### src/rtl/morra_cinese_param.sv
`default_nettype none
// ============================================================================
// Module   : morra_cinese_param
// Purpose  : Parametrised rock-paper-scissors match referee, one round per clock.
// Revision : 1.0
// ============================================================================
module morra_cinese_param #(
  parameter int NUM_MOVES   = 3,
  parameter int MIN_ROUNDS  = 4,
  parameter int LEAD_TO_WIN = 2,
  parameter int NO_REPEAT   = 1,
  localparam int MOVE_W     = $clog2(NUM_MOVES + 1),
  localparam int CNT_W      = 2 * MOVE_W + 1
) (
  input  logic              clk,
  input  logic              rst_n,
  input  logic              start_i,
  input  logic [MOVE_W-1:0] p1_i,
  input  logic [MOVE_W-1:0] p2_i,
  output logic [1:0]        round_o,
  output logic [1:0]        game_o,
  output logic              done_o,
  output logic [CNT_W-1:0]  score1_o,
  output logic [CNT_W-1:0]  score2_o,
  output logic [CNT_W-1:0]  played_o
);

  localparam logic [MOVE_W-1:0]     c_num  = MOVE_W'(NUM_MOVES);
  localparam logic [MOVE_W:0]       c_half = (MOVE_W+1)'((NUM_MOVES - 1) / 2);
  localparam logic [CNT_W-1:0]      c_min  = CNT_W'(MIN_ROUNDS);
  localparam logic signed [CNT_W:0] c_lead = (CNT_W+1)'(LEAD_TO_WIN);

  localparam logic [1:0] c_none = 2'b00;
  localparam logic [1:0] c_p1   = 2'b01;
  localparam logic [1:0] c_p2   = 2'b10;
  localparam logic [1:0] c_draw = 2'b11;

  typedef enum logic [1:0] {
    S_IDLE = 2'd0,
    S_PLAY = 2'd1,
    S_OVER = 2'd2
  } state_t;

  state_t             state_q;
  logic [CNT_W-1:0]   max_q;
  logic [CNT_W-1:0]   score1_q, score2_q, played_q;
  logic [1:0]         round_q, game_q;
  logic               done_q;
  logic [1:0]         pw_q;
  logic [MOVE_W-1:0]  pm_q;

  logic               w_legal, w_blocked, w_valid;
  logic [MOVE_W:0]    w_diff;
  logic               w_p1win, w_p2win, w_end;
  logic [CNT_W-1:0]   score1_d, score2_d, played_d;
  logic signed [CNT_W:0] w_lead;
  logic [1:0]         w_result, w_round;

  always_comb begin
    w_legal   = (p1_i != '0) && (p1_i <= c_num) && (p2_i != '0) && (p2_i <= c_num);
    w_blocked = (NO_REPEAT != 0) &&
                (((pw_q == c_p1) && (p1_i == pm_q)) || ((pw_q == c_p2) && (p2_i == pm_q)));
    w_valid   = w_legal && !w_blocked;
    // (P1 - P2) mod NUM_MOVES without a divider: add NUM_MOVES back on underflow.
    if (p1_i >= p2_i) w_diff = {1'b0, p1_i} - {1'b0, p2_i};
    else              w_diff = {1'b0, p1_i} + {1'b0, c_num} - {1'b0, p2_i};
    w_p1win  = (w_diff != '0) && (w_diff <= c_half);
    w_p2win  = (w_diff > c_half);
    score1_d = score1_q + CNT_W'(w_p1win);
    score2_d = score2_q + CNT_W'(w_p2win);
    played_d = played_q + CNT_W'(1);
    w_lead   = $signed({1'b0, score1_d}) - $signed({1'b0, score2_d});
    w_end    = (played_d == max_q) ||
               ((played_d >= c_min) && ((w_lead >= c_lead) || (w_lead <= -c_lead)));
    if (score1_d > score2_d)      w_result = c_p1;
    else if (score1_d < score2_d) w_result = c_p2;
    else                          w_result = c_draw;
    if (w_p1win)      w_round = c_p1;
    else if (w_p2win) w_round = c_p2;
    else              w_round = c_draw;
  end

  always_ff @(posedge clk or negedge rst_n) begin
    if (!rst_n) begin
      state_q  <= S_IDLE;
      max_q    <= '0;
      score1_q <= '0;
      score2_q <= '0;
      played_q <= '0;
      round_q  <= c_none;
      game_q   <= c_none;
      done_q   <= 1'b0;
      pw_q     <= c_none;
      pm_q     <= '0;
    end else if (start_i) begin
      state_q  <= S_PLAY;
      max_q    <= CNT_W'({p1_i, p2_i}) + c_min;
      score1_q <= '0;
      score2_q <= '0;
      played_q <= '0;
      round_q  <= c_none;
      game_q   <= c_none;
      done_q   <= 1'b0;
      pw_q     <= c_none;
      pm_q     <= '0;
    end else if (state_q == S_PLAY) begin
      if (w_valid) begin
        score1_q <= score1_d;
        score2_q <= score2_d;
        played_q <= played_d;
        round_q  <= w_round;
        if (w_p1win) begin
          pw_q <= c_p1;
          pm_q <= p1_i;
        end else if (w_p2win) begin
          pw_q <= c_p2;
          pm_q <= p2_i;
        end else begin
          pw_q <= c_none;
          pm_q <= '0;
        end
        if (w_end) begin
          state_q <= S_OVER;
          done_q  <= 1'b1;
          game_q  <= w_result;
        end
      end else begin
        round_q <= c_none;
      end
    end else begin
      round_q <= c_none;
    end
  end

  assign round_o  = round_q;
  assign game_o   = game_q;
  assign done_o   = done_q;
  assign score1_o = score1_q;
  assign score2_o = score2_q;
  assign played_o = played_q;

endmodule
`default_nettype wire
### config.mk
export PLATFORM = sky130hd
export DESIGN_NAME = morra_cinese_param
export DESIGN_NICKNAME = d
export VERILOG_FILES = /design/src/rtl/morra_cinese_param.sv
export SDC_FILE = /design/constraint.sdc
export NUM_CORES = 1
export LEC_CHECK = 0
export CAP_MARGIN = 15
export CORE_MARGIN = 2
export CORE_UTILIZATION = 45
export DETAILED_ROUTE_END_ITERATION = 10
export PLACE_DENSITY = 0.7
export RECOVER_POWER = 25
export SETUP_SLACK_MARGIN = 0.15
export SLEW_MARGIN = 20
export SYNTH_ARGS = -nofsm -noshare
export SYNTH_HDL_FRONTEND = slang
export SYNTH_SLANG_ARGS = --single-unit
### constraint.sdc
create_clock -name clk -period 3.15 [get_ports clk]
set_input_delay 0.945 -clock clk [delete_from_list [all_inputs] [get_ports clk]]
set_output_delay 0.945 -clock clk [all_outputs]
set_load 0.01 [all_outputs]
==> flow_summary.ini <==
[setup_path]
crit_chain = buf_8 > inv_8 > ha_4 > fa_2 > a2111oi_4 > a21oi_4 > nor2_4 > ha_4 > ha_4 > nand3_4 > xnor2_2 > ha_1 > a21o_1 > nand3_1 > or3_1 > mux2i_2 > nor4b_2 > or4_1 > o311a_1
crit_required_ns = 3.31
r2r-start = score1_o[0]
cp_data_arrival_time_ns = 4.68
crit_fanout = 3
endpoint_kind = flop
r2r_cells = 10
startpoint_type = primary input
crit_top_cell = ha_4
regToRegEndpoint = game_o[0]
rrSetupSlack_ns = 0.02
critPathTopFamily = simple AND/OR/NAND/NOR gates
cpPeakStageDelay_ns = 0.51
crit_path_top_delay_cell = or4_1
critical_path_buf_inv_count = 2
worst-setup-path-type = in -> reg

[cells_and_area]
final_nets = 306
fillers = 334
antennaDiodeCount = 0
multi_input_area_um2 = 1380
layoutNonFillerInstCount = 331
final_area_um2 = 2940
drive_gt1_share_pct = 32.6
syn2layout_area_growth_pct = 46.1
regArea_um2 = 751

[sta]
final_hold_viol_count = 0
tightest_slew_ns = 1.67
period_needed_ns = 4.52
fmax_ghz = 0.221
period_share_pct = 143
finalSetupTns_ns = -5.32
setup_viol = 5
skew_ns = 0.00386
slew-limit-headroom_pct = -11.4
drv_slew = 31
grt_setup_unrepaired = yes
layout_setup_ws_ns = -1.37
worst_hold_slack_ns = 0.482

[power]
powerDensity_nw_per_um2 = 499
ir_drop_mv = 0.298
p_leak_nw = 1.29

[status]
violations = max-capacitance violations, max-slew violations, negative setup slack
outcome = finished, violations left

[grt]
antenna_found_initial = 0
grt_pass1_wl_um = 7700
grt_pass1_vias = 1590
grt_overflow = 0
grt_util_all_layers_pct = 19.6
grt_max_degree = 31

[floorplanning]
row_count = 24
die_h_um = 70.9
fp.dieW_um = 70.9
dieArea_um2 = 5020
core_um2 = 4320
ios = 27
initial_core_util_pct = 46.5

[drt]
avgViaCountPerCell = 5.37
routedWlPerCell_um = 15.5
drtIter0Drc = 114
dr.pass1.iters = 5
totalWireLength_um = 5130
drc = 0
antenna_left = 0
vias = 1778

[yosys]
syn-num-nets = 237
synth_seq_area_share_pct = 37.3
ys.flop_type = dfrtp_1
yosys.area.top_type = dfrtp_1
synth.avg_cell_area_um2 = 9.54
yosysTopAreaCellShare_pct = 37.3
yosysMostFrequentCell = dfrtp_1
synth_cell_types = 41
async_flop_share_pct = 100
yosys_warnings = 0
synth-edff-count = 0
ys_ff_latch = 30
synthTopCellsByArea = dfrtp_1 37%, ha_1 10%, xnor2_1 7.0%
netlist_area_um2 = 2010
netlist_instances = 211
synth_common_cells = 30 x dfrtp_1, 21 x nor2_1, 20 x nand2_1

[worst_hold_path]
hold_start = state_q[0]
hold_class = reg -> reg
holdPathStages = 1
hold_end = state_q[0]

[placement]
place_area_um2 = 2590
gp_congestion = 0.829
placed_cells = 309
place_hpwl_um = 3220
post-place-ws_ns = -2.09
portBuffers = 26

[flow_run]
cap_viol_max_count = 1

[clocking]
htree_levels = 2
clockBufferDepth = 2
cts_tree = built
insertion_delay_ns = 0.28
cts_num_sinks = 30
cts_inserted_buffers = 5
root_buffer = clkbuf_8
clk_pin_slew_worst_paths_ns = 0.06
hold_buffers = 0
metrics by stage:
stage          utilization, %  power [W]
4_1_cts                  64.7    0.00140
5_1_grt                  68.0    0.00155
3_3_place_gp             60.0    0.00103
3_5_place_dp             60.0    0.00104
6_report                 68.0    0.00147
2_1_floorplan               -   0.000834
worst reg2reg max path, cell delays in order (launching register included):
cell	delay, ns
dfrtp_1	0.42
ha_4	0.20
ha_4	0.28
inv_1	0.06
fa_2	0.63
nand3_1	0.14
or3_1	0.41
mux2i_2	0.17
nor4b_2	0.08
or4_1	0.51
o311a_1	0.13
registers in the layout, summed over array words and instances, names as in the netlist:
signal    cells
pw_q          2
played_o      5
score2_o      5
max_q         5
pm_q          2
score1_o      5
state_q       2
round_o       2
game_o        2
cells in the final DEF (no fill, tap or decap), types with 4 or more instances in the layout:
| master | instances |
|---|---|
| buf_4 | 41 |
| dfrtp_1 | 30 |
| clkdlybuf4s50_1 | 21 |
| nand2_1 | 20 |
| nor2_1 | 20 |
| xnor2_1 | 14 |
| nand3_1 | 11 |
| a21oi_1 | 10 |
| xor2_1 | 9 |
| inv_1 | 8 |
| ha_1 | 8 |
| clkbuf_8 | 6 |
| mux2_2 | 5 |
| ha_4 | 5 |
| o21ai_0 | 4 |
| nor3_1 | 4 |
| buf_6 | 4 |
final cells by class:
cell class	instances	share of cell area, %
multi-input cells	160	47.0
flip-flops and latches	30	25.5
repair buffers	71	20.7
clock buffers	6	2.81
well taps	52	2.21
inverters	12	1.79
what timing repair did:
action                     in CTS  in global routing
setup buffers                  10                  6
resized for setup              27                 19
cloned                          0                  0
pin swaps                      21                 20
setup endpoints to repair      12                  7
where the power goes:
part | internal [W] | switching, W
Combinational | 0.000336 | 0.000337
Clock | 0.000168 | 0.000141
Sequential | 0.000430 | 0.0000529
Total | 0.000934 | 0.000531
cells by family after synthesis:
| group | Yosys count | share of synthesized area (%) |
|---|---|---|
| adder cells (fa/ha/maj) | 19 | 12.9 |
| buffers and inverters | 21 | 3.92 |
| AND/OR/NAND/NOR | 74 | 18.5 |
| AO/OA/AOI/OAI | 32 | 10.6 |
| flip-flops | 30 | 37.3 |
| XOR/XNOR | 29 | 13.4 |
| multiplexers | 6 | 3.30 |
worst max-delay path by stage:
stage / from / endpoint / slack, ns / cells past startpoint
final: p2_i[0] / game_o[0] / -1.37 / 19
after global routing: p2_i[0] / game_o[0] / -1.53 / 19
after CTS: p2_i[0] / game_o[1] / -1.37 / 18
after detailed placement: p1_i[0] / game_o[1] / -2.09 / 19
after global placement: p1_i[0] / game_o[1] / -2.09 / 19
after floorplan: p1_i[0] / game_o[0] / -1.33 / 18
layer usage:
metal	vias to the layer above	routed length (um)	track usage, %
met5	-	0	0
li1	862	-	-
met3	10	194	2.99
met1	857	2260	27.4
met2	49	2530	30.7
met4	0	136	7.55
Power figures use the tool's default switching activity.
